File: src/rtl/tick_gen_pkg.sv
// Shared types and the period saturation helper for the tick generator.
package tick_gen_pkg;

  typedef enum logic {IDLE = 1'b0, RUN = 1'b1} chan_state_t;
  typedef enum logic {PERIODIC = 1'b0, ONESHOT = 1'b1} mode_t;

  // Wide enough to hold step*level plus the floor for any legal width mix.
  localparam int SAT_W = 64;

  // Effective period: base - step*level, floored at min_period, never wraps.
  function automatic logic [SAT_W-1:0] sat_period(
    input logic [SAT_W-1:0] base,
    input logic [SAT_W-1:0] step,
    input logic [SAT_W-1:0] level,
    input logic [SAT_W-1:0] min_period
  );
    logic [SAT_W-1:0] prod;
    prod = step * level;
    if (base < prod + min_period) begin
      return min_period;
    end
    return base - prod;
  endfunction

endpackage

File: src/rtl/tick_gen_if.sv
// Channel configuration bus: one write strobe addressing a single channel.
interface tick_gen_if
  import tick_gen_pkg::*;
#(
  parameter int NCH    = 2,
  parameter int CNT_W  = 20,
  parameter int STEP_W = 10
);
  localparam int CH_W = (NCH > 1) ? $clog2(NCH) : 1;

  logic              cfg_we;
  logic [CH_W-1:0]   cfg_ch;
  logic [CNT_W-1:0]  cfg_base;
  logic [STEP_W-1:0] cfg_step;
  mode_t             cfg_mode;

  modport master (
    output cfg_we, cfg_ch, cfg_base, cfg_step, cfg_mode
  );

  modport slave (
    input cfg_we, cfg_ch, cfg_base, cfg_step, cfg_mode
  );

endinterface

File: src/rtl/tick_chan.sv
// One tick channel: config registers, shadow period, period counter and
// IDLE/RUN control. Emits a registered single-cycle tick at the end of
// each period.
module tick_chan
  import tick_gen_pkg::*;
#(
  parameter int CNT_W      = 20,
  parameter int STEP_W     = 10,
  parameter int LVL_W      = 10,
  parameter int MIN_PERIOD = 2,
  parameter int DEF_BASE   = 500000
) (
  input  logic              clk,
  input  logic              clr,
  input  logic [LVL_W-1:0]  level,
  input  logic              cfg_we,
  input  logic [CNT_W-1:0]  cfg_base,
  input  logic [STEP_W-1:0] cfg_step,
  input  mode_t             cfg_mode,
  input  logic              ch_en,
  input  logic              start,
  output logic              tick,
  output logic              busy
);

  logic [CNT_W-1:0]  base_q, base_d;
  logic [STEP_W-1:0] step_q, step_d;
  mode_t             mode_q, mode_d;
  mode_t             run_mode_q, run_mode_d;
  chan_state_t       state_q, state_d;
  logic [CNT_W-1:0]  cnt_q, cnt_d;
  logic [CNT_W-1:0]  active_q, active_d;
  logic              tick_q, tick_d;
  logic              busy_q, busy_d;
  logic [CNT_W-1:0]  eff;

  // Period the next run would use, from the registered config and live level.
  assign eff = CNT_W'(sat_period(SAT_W'(base_q), SAT_W'(step_q),
                                 SAT_W'(level), SAT_W'(MIN_PERIOD)));

  // Config writes, shadow reload and IDLE/RUN next-state; ch_en=0 beats tick.
  always_comb begin
    base_d     = base_q;
    step_d     = step_q;
    mode_d     = mode_q;
    run_mode_d = run_mode_q;
    state_d    = state_q;
    cnt_d      = cnt_q;
    active_d   = active_q;
    tick_d     = 1'b0;
    busy_d     = (state_q == RUN);
    if (cfg_we) begin
      base_d = cfg_base;
      step_d = cfg_step;
      mode_d = cfg_mode;
    end
    case (state_q)
      IDLE: begin
        if (ch_en && (mode_q == PERIODIC || start)) begin
          state_d    = RUN;
          cnt_d      = '0;
          active_d   = eff;
          run_mode_d = mode_q;
        end
      end
      RUN: begin
        if (!ch_en) begin
          state_d = IDLE;
          cnt_d   = '0;
        end else if (cnt_q == active_q - CNT_W'(1)) begin
          tick_d   = 1'b1;
          cnt_d    = '0;
          active_d = eff;
          if (run_mode_q == ONESHOT) begin
            state_d = IDLE;
          end
        end else begin
          cnt_d = cnt_q + CNT_W'(1);
        end
      end
      default: state_d = IDLE;
    endcase
  end

  // State register; clr drops everything back to defaults immediately.
  always_ff @(posedge clk or negedge clr) begin
    if (!clr) begin
      base_q     <= CNT_W'(DEF_BASE);
      step_q     <= '0;
      mode_q     <= PERIODIC;
      run_mode_q <= PERIODIC;
      state_q    <= IDLE;
      cnt_q      <= '0;
      active_q   <= CNT_W'(DEF_BASE);
      tick_q     <= 1'b0;
      busy_q     <= 1'b0;
    end else begin
      base_q     <= base_d;
      step_q     <= step_d;
      mode_q     <= mode_d;
      run_mode_q <= run_mode_d;
      state_q    <= state_d;
      cnt_q      <= cnt_d;
      active_q   <= active_d;
      tick_q     <= tick_d;
      busy_q     <= busy_d;
    end
  end

  assign tick = tick_q;
  assign busy = busy_q;

endmodule

File: src/rtl/tick_gen.sv
// Tick generator top: NCH programmable tick channels plus the free-running
// divider that feeds pixel and segment-scan enables.
module tick_gen
  import tick_gen_pkg::*;
#(
  parameter int NCH        = 2,
  parameter int CNT_W      = 20,
  parameter int STEP_W     = 10,
  parameter int LVL_W      = 10,
  parameter int DIV_W      = 18,
  parameter int MIN_PERIOD = 2,
  parameter int DEF_BASE   = 500000
) (
  input  logic             clk,
  input  logic             clr,
  input  logic [LVL_W-1:0] level,
  tick_gen_if.slave        cfg,
  input  logic [NCH-1:0]   ch_en,
  input  logic [NCH-1:0]   start,
  output logic [NCH-1:0]   tick,
  output logic [NCH-1:0]   busy,
  output logic [DIV_W-1:0] div_q
);

  localparam int CH_W = (NCH > 1) ? $clog2(NCH) : 1;

  logic [DIV_W-1:0] div_d;

  // Divider advances every cycle and wraps naturally.
  always_comb begin
    div_d = div_q + DIV_W'(1);
  end

  // Divider register.
  always_ff @(posedge clk or negedge clr) begin
    if (!clr) begin
      div_q <= '0;
    end else begin
      div_q <= div_d;
    end
  end

  for (genvar i = 0; i < NCH; i++) begin : g_chan
    logic we_i;
    assign we_i = cfg.cfg_we && (cfg.cfg_ch == CH_W'(i));

    tick_chan #(
      .CNT_W     (CNT_W),
      .STEP_W    (STEP_W),
      .LVL_W     (LVL_W),
      .MIN_PERIOD(MIN_PERIOD),
      .DEF_BASE  (DEF_BASE)
    ) u_chan (
      .clk     (clk),
      .clr     (clr),
      .level   (level),
      .cfg_we  (we_i),
      .cfg_base(cfg.cfg_base),
      .cfg_step(cfg.cfg_step),
      .cfg_mode(cfg.cfg_mode),
      .ch_en   (ch_en[i]),
      .start   (start[i]),
      .tick    (tick[i]),
      .busy    (busy[i])
    );
  end

endmodule

File: src/flat_wrapper.sv
// flat-port wrapper written by rule: the top's interface ports become plain ports
module tick_gen_flat import tick_gen_pkg::*;
#(
  parameter int NCH        = 2,
  parameter int CNT_W      = 20,
  parameter int STEP_W     = 10,
  parameter int LVL_W      = 10,
  parameter int DIV_W      = 18,
  parameter int MIN_PERIOD = 2,
  parameter int DEF_BASE   = 500000
)
  (clk, clr, level, ch_en, start, tick, busy, div_q, cfg_cfg_we, cfg_cfg_ch, cfg_cfg_base, cfg_cfg_step, cfg_cfg_mode);
  tick_gen_if #(.NCH(NCH), .CNT_W(CNT_W), .STEP_W(STEP_W)) cfg_i ();
  input  logic clk;
  input  logic clr;
  input  logic [LVL_W-1:0] level;
  input  logic [NCH-1:0] ch_en;
  input  logic [NCH-1:0] start;
  output logic [NCH-1:0] tick;
  output logic [NCH-1:0] busy;
  output logic [DIV_W-1:0] div_q;
  input wire logic [$bits(cfg_i.cfg_we)-1:0] cfg_cfg_we;
  input wire logic [$bits(cfg_i.cfg_ch)-1:0] cfg_cfg_ch;
  input wire logic [$bits(cfg_i.cfg_base)-1:0] cfg_cfg_base;
  input wire logic [$bits(cfg_i.cfg_step)-1:0] cfg_cfg_step;
  input wire logic [$bits(cfg_i.cfg_mode)-1:0] cfg_cfg_mode;
  assign cfg_i.cfg_we = cfg_cfg_we;
  assign cfg_i.cfg_ch = cfg_cfg_ch;
  assign cfg_i.cfg_base = cfg_cfg_base;
  assign cfg_i.cfg_step = cfg_cfg_step;
  assign cfg_i.cfg_mode = cfg_cfg_mode;
  tick_gen #(.NCH(NCH), .CNT_W(CNT_W), .STEP_W(STEP_W), .LVL_W(LVL_W), .DIV_W(DIV_W), .MIN_PERIOD(MIN_PERIOD), .DEF_BASE(DEF_BASE)) u_core (.clk(clk), .clr(clr), .level(level), .cfg(cfg_i), .ch_en(ch_en), .start(start), .tick(tick), .busy(busy), .div_q(div_q));
endmodule
File: config.mk
export PLATFORM = sky130hd
export DESIGN_NAME = tick_gen_flat
export DESIGN_NICKNAME = d
export VERILOG_FILES = /design/src/rtl/tick_gen_pkg.sv /design/src/rtl/tick_gen_if.sv /design/src/rtl/tick_chan.sv /design/src/rtl/tick_gen.sv /design/src/flat_wrapper.sv
export SDC_FILE = /design/constraint.sdc
export NUM_CORES = 1
export LEC_CHECK = 0
export ABC_AREA = 1
export BUFFER_PORTS_ARGS = -buffer_cell sky130_fd_sc_hd__clkbuf_2
export CAP_MARGIN = 20
export CORE_MARGIN = 2
export CORE_UTILIZATION = 45
export CTS_CLUSTER_SIZE = 20
export DETAILED_ROUTE_END_ITERATION = 8
export PLACE_DENSITY = 0.65
export SETUP_SLACK_MARGIN = 0.02
export SYNTH_ARGS = -nofsm -noshare
export SYNTH_HDL_FRONTEND = slang
export SYNTH_HIERARCHICAL = 1
export SYNTH_SLANG_ARGS = --single-unit
File: constraint.sdc
create_clock -name clk -period 6.7 [get_ports clk]
set_input_delay 1.34 -clock clk [delete_from_list [all_inputs] [get_ports clk]]
set_output_delay 1.34 -clock clk [all_outputs]
set_load 0.02 [all_outputs]
==> metrics.txt, run 1 <==
ys async rst share=100.0%; syn_nets=3,176; gr ovfl total=0; critical path launch point type=primary input; Worst Hold Class=reg -> reg; Worst path slowest cell=fa_1; CTS tree=yes; Reg2Reg Depth=30; post-DR wirelength/cell=14.34 um; Final Hold Vio Count=0; most common cell after layout, fill and taps aside=nand2_1; DRC=0; Filler cells=4,104; Worst R2R Start=u_core/g_chan[0].u_chan/step_q[2]; Clk pin slew, worst setup/hold paths=70 ps; post-route setup slack=-194.5 ps; Syn Std Cell Area=20,510 um2; Placer Congestion=0.9030; DR vias=18,656; slew margin rel.=28.87%; Total GRT Usage=23.14%; clk buf depth=2; commonest non-fill, non-tap cells in the layout=nand2_1 (731), inv_1 (520), buf_4 (285); final setup fails=40; Hold Path Sink=u_core/g_chan[1].u_chan/busy; Worst Path Required=7070 ps; worst hold stages=0; pin count of the biggest net entering global routing=82; Area Overhead vs Synth=23.96%; NumNets Final=3,507; Initial Util=45.39%; final worst-path cycle share=102.9%; Crit path arrival time=7270 ps; fin. max-slew vios=0; # hold bufs at CTS=0; violated checks=negative setup slack; Setup TNS Final=-5928 ps; critical path type=in -> reg; die height=217.5 um; die area=47,300 um2; CP Capture Type=register; vias in the first global route=18,656; Tmin final=6895 ps; post-route cell area=25,420 um2; IO Port Bufs=70; Slew @ Worst Pin=1064 ps; Worst-Skew Late Latency=480 ps; total number of yosys warnings=6; RSZ-0062 raised after global routing=true; CTS sink count=168; Mapped Cells=2,810; RR Endpoint=u_core/g_chan[0].u_chan/active_q[7]; cell area after placement=23,420 um2; Seq/Total Area, Yosys=20.67%; placed cells=3,665; Post-synth top flop=dfrtp_1; synthesized area per cell=7.299 um2; worst hold path startpoint=u_core/g_chan[1].u_chan/busy_d; CP max FO=6; core footprint=45,190 um2; DR iter-0 viols=1,049; Post-DRT Antenna Nets=0; total I/O pin count=71; Root Buffer=clkbuf_16; drt via density=4.968; setup slack, reg-to-reg=180 ps; chip width=217.5 um; multi-input combinational cell area=14,830 um2; Worst path most repeated cell=nand2_1; max cap viols=0; initial antenna violation count=2; DRT Pass-1 Iters=7; total CTS buffers=17; total number of H-tree levels=4; Crit path largest cell delay=600 ps; clock skew=9.701 ps; site row count=78; Unique masters post-synth=60; EDFF count, synth=0; Detailed Place HPWL=42,970 um; FF+latch count, synth=168; layout cell share with drive strength beyond 1=24.92%; total routed wirelength=53,850 um; status=finished, violations left; Max Clock Freq=0.1450 GHz; first-pass GRT wire length=89,240 um; post-layout util=56.26%; Seq. cell area=4239 um2; Final Non-Filler Cells=3,755
==> state kept, by name (all words and copies together), names as in the netlist <==
register	cells
u_core/g_chan.u_chan/busy	2
u_core/g_chan.u_chan/cnt_q	40
u_core/g_chan.u_chan/tick	2
u_core/g_chan.u_chan/mode_q	2
u_core/g_chan.u_chan/run_mode_q	2
u_core/g_chan.u_chan/active_q	40
u_core/g_chan.u_chan/step_q	20
u_core/g_chan.u_chan/busy_d	2
u_core/g_chan.u_chan/base_q	40
u_core/div_q	18
==> synthesized netlist by cell type, types with 3 or more instances <==
library cell / number / share of area [%]
nand2_2: 15 / 0.46
clkbuf_1: 56 / 1.0
nand3_1: 155 / 3.8
nor2_4: 11 / 0.60
o21ai_2: 10 / 0.43
o31ai_1: 4 / 0.15
nor2_8: 3 / 0.29
dfrtp_1: 140 / 17
nand3_2: 17 / 0.83
fa_1: 126 / 12
nand4_1: 50 / 1.5
nand2_4: 8 / 0.44
a211oi_1: 3 / 0.11
and2_1: 4 / 0.12
nand3b_1: 19 / 0.70
o21ai_0: 68 / 1.7
ha_1: 191 / 12
a21oi_1: 75 / 1.8
dfstp_2: 28 / 3.6
a31oi_1: 8 / 0.24
nor2_2: 18 / 0.55
o21ai_1: 4 / 0.098
nor4_1: 8 / 0.24
xnor2_1: 47 / 2.0
nor2_1: 162 / 3.0
xor2_1: 86 / 3.7
buf_2: 3 / 0.073
a21o_1: 3 / 0.11
inv_1: 547 / 10
inv_2: 8 / 0.15
nand3_4: 4 / 0.34
nand2_1: 789 / 14
o21bai_1: 11 / 0.40
o22ai_1: 23 / 0.70
nor3_1: 17 / 0.41
mux2_2: 54 / 3.0
==> cell type report <==
| type | count | area share [%] |
|---|---|---|
| Antenna cell | 1 | 0.009843 |
| Timing Repair Buffer | 375 | 11.37 |
| Clock inverter | 15 | 0.8071 |
| Clock buffer | 17 | 1.673 |
| Tap cell | 600 | 2.953 |
| Inverter | 555 | 8.194 |
| Multi-Input combinational cell | 2024 | 58.32 |
| Sequential cell | 168 | 16.67 |
==> what timing repair did <==
action	in CTS	in global routing
setup buffers	41	11
gates cloned	3	3
pin swaps	51	46
resized for setup	89	111
endpoints found under the setup margin	40	40
==> cell families after synthesis <==
group           count (synthesis)  share of synthesized area (%)
buf+inv                       621                          11.66
fa+ha+maj                     317                          23.95
flops                         168                          20.67
mux                            54                          2.965
compound gates                221                          6.296
simple gates                 1292                          28.36
xor+xnor                      137                          6.107
==> per-layer routing <==
metal | share of wire (%) | vias up | wire length (um) | global-route usage, %
met2 | 48 | 322 | 25980 | 39.78
li1 | - | 9413 | - | -
met1 | 46 | 8853 | 24920 | 30.09
met4 | 2.3 | 2 | 1239 | 7.397
met5 | 0.024 | - | 13 | 0
met3 | 3.1 | 66 | 1691 | 3.068
==> worst max-delay path: cells and delay by family <==
kind                       cells  cell delay (ps)
AOI/OAI and AO/OA              4              360
xor gates and xnor gates       1              130
buffers and inverters         16             1550
adders and majority gates      7             2870
and+or+nand+nor               14             1000
==> stage by stage <==
step,setup WS [ps],hold slack (ps)
after floorplan,-420.2,433.1
after global placement,-766.7,460.7
after detailed placement,-917.3,468.9
after CTS,-86.34,488.0
after global routing,-529.0,511.4
final,-194.5,493.6
==> how the worst max path moves through the flow <==
stage	start	end	slack (ps)	cells after the start
2_1_floorplan	level[3]	u_core/g_chan[0].u_chan/active_q[11]	-420	33
3_3_place_gp	level[3]	u_core/g_chan[1].u_chan/active_q[2]	-770	35
3_5_place_dp	level[3]	u_core/g_chan[1].u_chan/active_q[0]	-920	35
4_1_cts	level[1]	u_core/g_chan[1].u_chan/active_q[1]	-90	40
5_1_grt	level[3]	u_core/g_chan[1].u_chan/active_q[3]	-530	39
6_report	level[1]	u_core/g_chan[1].u_chan/active_q[1]	-190	42
Power of run 1 is not shown: default switching activity piles up to over one toggle a cycle in this logic, so the estimate is an artifact.
==> inputs of run 2 (changes only) <==
--- a/config.mk
+++ b/config.mk
@@ -13,6 +13,7 @@
 export CTS_CLUSTER_SIZE = 20
 export DETAILED_ROUTE_END_ITERATION = 8
 export PLACE_DENSITY = 0.65
+export RECOVER_POWER = 50
 export SETUP_SLACK_MARGIN = 0.02
 export SYNTH_ARGS = -nofsm -noshare
 export SYNTH_HDL_FRONTEND = slang
==> metrics.txt, run 2 (same netlist as run 1, synthesis figures left out) <==
post-DR wirelength/cell=14.33 um; CTS sink count=168; layout cell share with drive strength beyond 1=24.70%; Crit path arrival time=7270 ps; worst hold path startpoint=u_core/g_chan[1].u_chan/busy_d; Root Buffer=clkbuf_16; Post-DRT Antenna Nets=0; first-pass GRT wire length=89,240 um; most common cell after layout, fill and taps aside=nand2_1; status=finished, violations left; die height=217.5 um; critical path launch point type=primary input; Seq. cell area=4239 um2; DRC=0; IO Port Bufs=70; final setup fails=40; site row count=78; multi-input combinational cell area=14,820 um2; NumNets Final=3,507; critical path type=in -> reg; max cap viols=2; Placer Congestion=0.9030; Initial Util=45.39%; total CTS buffers=17; vias in the first global route=18,656; Crit path largest cell delay=600 ps; final worst-path cycle share=102.9%; fin. max-slew vios=118; Clk pin slew, worst setup/hold paths=70 ps; commonest non-fill, non-tap cells in the layout=nand2_1 (733), inv_1 (520), buf_4 (283); worst hold stages=0; gr ovfl total=0; chip width=217.5 um; Slew @ Worst Pin=4373 ps; total I/O pin count=71; DRT Pass-1 Iters=5; pin count of the biggest net entering global routing=82; core footprint=45,190 um2; uppermost layer routed=met5; violated checks=max-capacitance violations, max-slew violations, negative setup slack; Reg2Reg Depth=30; setup slack, reg-to-reg=180 ps; CP Capture Type=register; die area=47,300 um2; post-route setup slack=-192.4 ps; CTS tree=yes; Area Overhead vs Synth=23.84%; Worst path most repeated cell=nand2_1; Worst Hold Class=reg -> reg; RR Endpoint=u_core/g_chan[0].u_chan/active_q[7]; DR vias=18,690; initial antenna violation count=2; drt via density=4.977; total number of H-tree levels=4; post-layout util=56.21%; CP max FO=6; Final Hold Vio Count=0; RSZ-0062 raised after global routing=true; Worst Path Required=7070 ps; Worst path slowest cell=fa_1; routed wl met2=25,990 um; clock skew=9.175 ps; # hold bufs at CTS=0; DR iter-0 viols=1,016; Total GRT Usage=23.14%; Filler cells=4,112; Worst R2R Start=u_core/g_chan[0].u_chan/step_q[2]; Max Clock Freq=0.1451 GHz; Detailed Place HPWL=42,970 um; wl on met1=24,870 um; Largest regs=u_core/g_chan.u_chan/active_q x40, u_core/g_chan.u_chan/base_q x40, u_core/g_chan.u_chan/cnt_q x40; Hold Path Sink=u_core/g_chan[1].u_chan/busy; Worst-Skew Late Latency=480 ps; slew margin rel.=-191.5%; Tmin final=6892 ps; wire length on met3=1688 um; clk buf depth=2; total routed wirelength=53,810 um
## run 2: changes by cell type in the layout (fill, tap and decap cells not counted)
cell	previous run	this run
clkbuf_1	0	4
buf_4	285	283
nand2_1	731	733
nand2_2	65	63
buf_6	9	8
clkbuf_2	62	61
nor2_1	143	144
nor2_2	31	30
o21ai_0	58	59
o21ai_1	6	5
## run 2: metrics by stage
| stage | cells | setup TNS, ps | cell area [um2] | hold WS (ps) | worst slack [ps] |
|---|---|---|---|---|---|
| after global placement | 3665 | -27940 | 23420 | 460.7 | -766.7 |
| final | 3755 | -6011 | 25400 | 493.7 | -192.4 |
| after CTS | 3740 | -1196 | 24810 | 488.0 | -86.34 |
| after detailed placement | 3665 | -31990 | 23420 | 468.9 | -917.3 |
| after floorplan | 2810 | -10520 | 20830 | 433.1 | -420.2 |
| after global routing | 3754 | -18010 | 25400 | 511.4 | -529.0 |
## run 2: worst max-delay path: cells and delay by family
family	cells	cell delay, ps
AND/OR/NAND/NOR	14	1000
buffers and inverters	16	1550
XOR/XNOR	1	130
AO/OA/AOI/OAI	4	360
adder cells (fa/ha/maj)	7	2870
## run 2: cell type report
class,instances,area share (%)
Antenna cell,1,0.009852
Clock buffer,17,1.675
Clock inverter,15,0.8079
Inverter,555,8.202
Multi-Input combinational cell,2024,58.34
Sequential cell,168,16.69
Tap cell,600,2.956
Timing Repair Buffer,375,11.32
## run 2: what timing repair did
item | 4_1_cts | 5_1_grt
resized for setup | 89 | 111
setup endpoints to repair | 40 | 40
buffers inserted | 41 | 11
cloned | 3 | 3
pin swaps | 51 | 46
## run 2: routing by layer
metal  global-route usage (%)  up-vias
li1                         -     9421
met1                    30.09     8857
met2                    39.78      344
met3                    3.068       66
met4                    7.397        2
met5                        0        -
## run 2: worst max-delay path by stage
stage / endpoint / start / cells after the start / slack, ps
final: u_core/g_chan[1].u_chan/active_q[1] / level[1] / 42 / -190
after global routing: u_core/g_chan[1].u_chan/active_q[3] / level[3] / 39 / -530
after detailed placement: u_core/g_chan[1].u_chan/active_q[0] / level[3] / 35 / -920
after CTS: u_core/g_chan[1].u_chan/active_q[1] / level[1] / 40 / -90
after floorplan: u_core/g_chan[0].u_chan/active_q[11] / level[3] / 33 / -420
after global placement: u_core/g_chan[1].u_chan/active_q[2] / level[3] / 35 / -770
Power of run 2 is left out for the same reason.
==> inputs of run 3 (changes only) <==
--- a/config.mk
+++ b/config.mk
@@ -12,7 +12,7 @@
 export CORE_UTILIZATION = 45
 export CTS_CLUSTER_SIZE = 20
 export DETAILED_ROUTE_END_ITERATION = 8
-export PLACE_DENSITY = 0.65
+export PLACE_DENSITY = 0.63
 export RECOVER_POWER = 50
 export SETUP_SLACK_MARGIN = 0.02
 export SYNTH_ARGS = -nofsm -noshare
==> constraint.sdc (replaced) <==
create_clock -name clk -period 8.3 [get_ports clk]
set_input_delay 1.66 -clock clk [delete_from_list [all_inputs] [get_ports clk]]
set_output_delay 1.66 -clock clk [all_outputs]
set_load 0.02 [all_outputs]
==> metrics.txt, run 3 (same netlist as run 1, synthesis figures left out) <==
DRC=0; CTS tree=yes; Total GRT Usage=22.51%; Crit path max-delay family=adder cells; final setup fails=0; DR iter-0 viols=987; Detailed Place HPWL=41,020 um; Worst path slowest cell=fa_1; Setup Buffers After CTS=0; Post-DRT Antenna Nets=0; die area=47,300 um2; Worst Hold Class=reg -> reg; Worst-Skew Late Latency=490 ps; core footprint=45,190 um2; CP max FO=19; IO Port Bufs=70; clock skew=21.37 ps; Setup TNS Final=0 ps; DRT Pass-1 Iters=5; status=finished, violations left; Max Clock Freq=0.1284 GHz; Final Hold Vio Count=0; final worst-path cycle share=93.82%; total number of H-tree levels=4; drt via density=5.033; critical path type=in -> reg; RSZ-0062 raised after global routing=false; total routed wirelength=50,390 um; violated checks=max-capacitance violations, max-slew violations; Crit path largest cell delay=540 ps; initial antenna violation count=3; max cap viols=3; CP Capture Type=register; Area Overhead vs Synth=7.668%; layout cell share with drive strength beyond 1=10.64%; Root Buffer=clkbuf_16; NumNets Final=3,219; crit path buf inv count=7; post-DR wirelength/cell=14.53 um; DR vias=17,449; Worst Path Required=8660 ps; Worst path most repeated cell=nand2_1; most common cell after layout, fill and taps aside=nand2_1; vias in the first global route=17,415; Initial Util=45.39%; Tmin final=7787 ps; clk buf depth=2; die height=217.5 um; site row count=78; post_cts resized=0; Slew @ Worst Pin=4647 ps; chip width=217.5 um; total CTS buffers=17; # hold bufs at CTS=0; fin. max-slew vios=184; critical path launch point type=primary input; gr ovfl total=0; commonest non-fill, non-tap cells in the layout=nand2_1 (791), inv_1 (547), ha_1 (191); CTS sink count=168; first-pass GRT wire length=86,040 um; Clk pin slew, worst setup/hold paths=70 ps; total I/O pin count=71; slew margin rel.=-209.8%; Placer Congestion=0.8604; pin count of the biggest net entering global routing=108; Filler cells=4,493; Crit path arrival time=8140 ps; Largest regs=u_core/g_chan.u_chan/active_q x40, u_core/g_chan.u_chan/base_q x40, u_core/g_chan.u_chan/cnt_q x40
[run 3: path summary, 6_finish.rpt]
check | from | end | slack (ps) | cells past startpoint
setup / recovery | level[2] | u_core/g_chan[0].u_chan/active_q[3] | 510 | 34
hold / removal | u_core/g_chan[1].u_chan/busy_d | u_core/g_chan[1].u_chan/busy | 480 | 0
setup reg to reg | u_core/g_chan[0].u_chan/step_q[5] | u_core/g_chan[0].u_chan/active_q[3] | 1180 | 36
hold reg to reg | u_core/g_chan[1].u_chan/busy_d | u_core/g_chan[1].u_chan/busy | 480 | 0
max in group asynchronous | clr | u_core/g_chan[1].u_chan/step_q[5] | 1690 | 2
min in group asynchronous | clr | u_core/g_chan[1].u_chan/cnt_q[1] | 1490 | 1
[run 3: area by class of cell]
class / count / area (um2) / share of cell area [%]
antenna: 1 / 2.502 / 0.01133
clock inverter: 12 / 182.7 / 0.8272
sequential: 168 / 4239 / 19.20
inverter: 555 / 2083 / 9.434
tap: 600 / 750.7 / 3.400
multi-input combinational: 2021 / 13880 / 62.85
clock buffer: 20 / 446.7 / 2.023
timing repair buffer: 90 / 498.0 / 2.255
[run 3: per-stage QoR]
stage / utilization, % / hold slack, ps / cells / instance area, um2 / setup slack, ps
final: 48.87 / 482.3 / 3467 / 22080 / 512.9
after floorplan: - / 433.1 / 2810 / 20510 / 444.4
after global routing: 48.86 / 515.0 / 3466 / 22080 / 30.12
after CTS: 48.91 / 473.6 / 3465 / 22100 / 532.6
after global placement: 47.52 / 467.1 / 3433 / 21470 / 160.3
after detailed placement: 47.52 / 458.9 / 3433 / 21470 / 20.53
[run 3: worst register-to-register path: cells and delay by family, from the launching register on]
family,cells,cell delay [ps]
compound gates,5,830
flops,1,650
buf+inv,8,570
fa+ha+maj,7,3220
simple gates,16,1750
[run 3: routing by layer]
| layer | vias to the layer above | routed length [um] | GRT usage (%) |
|---|---|---|---|
| met5 | - | 34 | 0 |
| met4 | 6 | 899 | 6.324 |
| met3 | 52 | 2260 | 3.529 |
| met2 | 321 | 23270 | 37.39 |
| met1 | 8226 | 23930 | 30.34 |
| li1 | 8844 | - | - |
Power of run 3 is left out for the same reason.
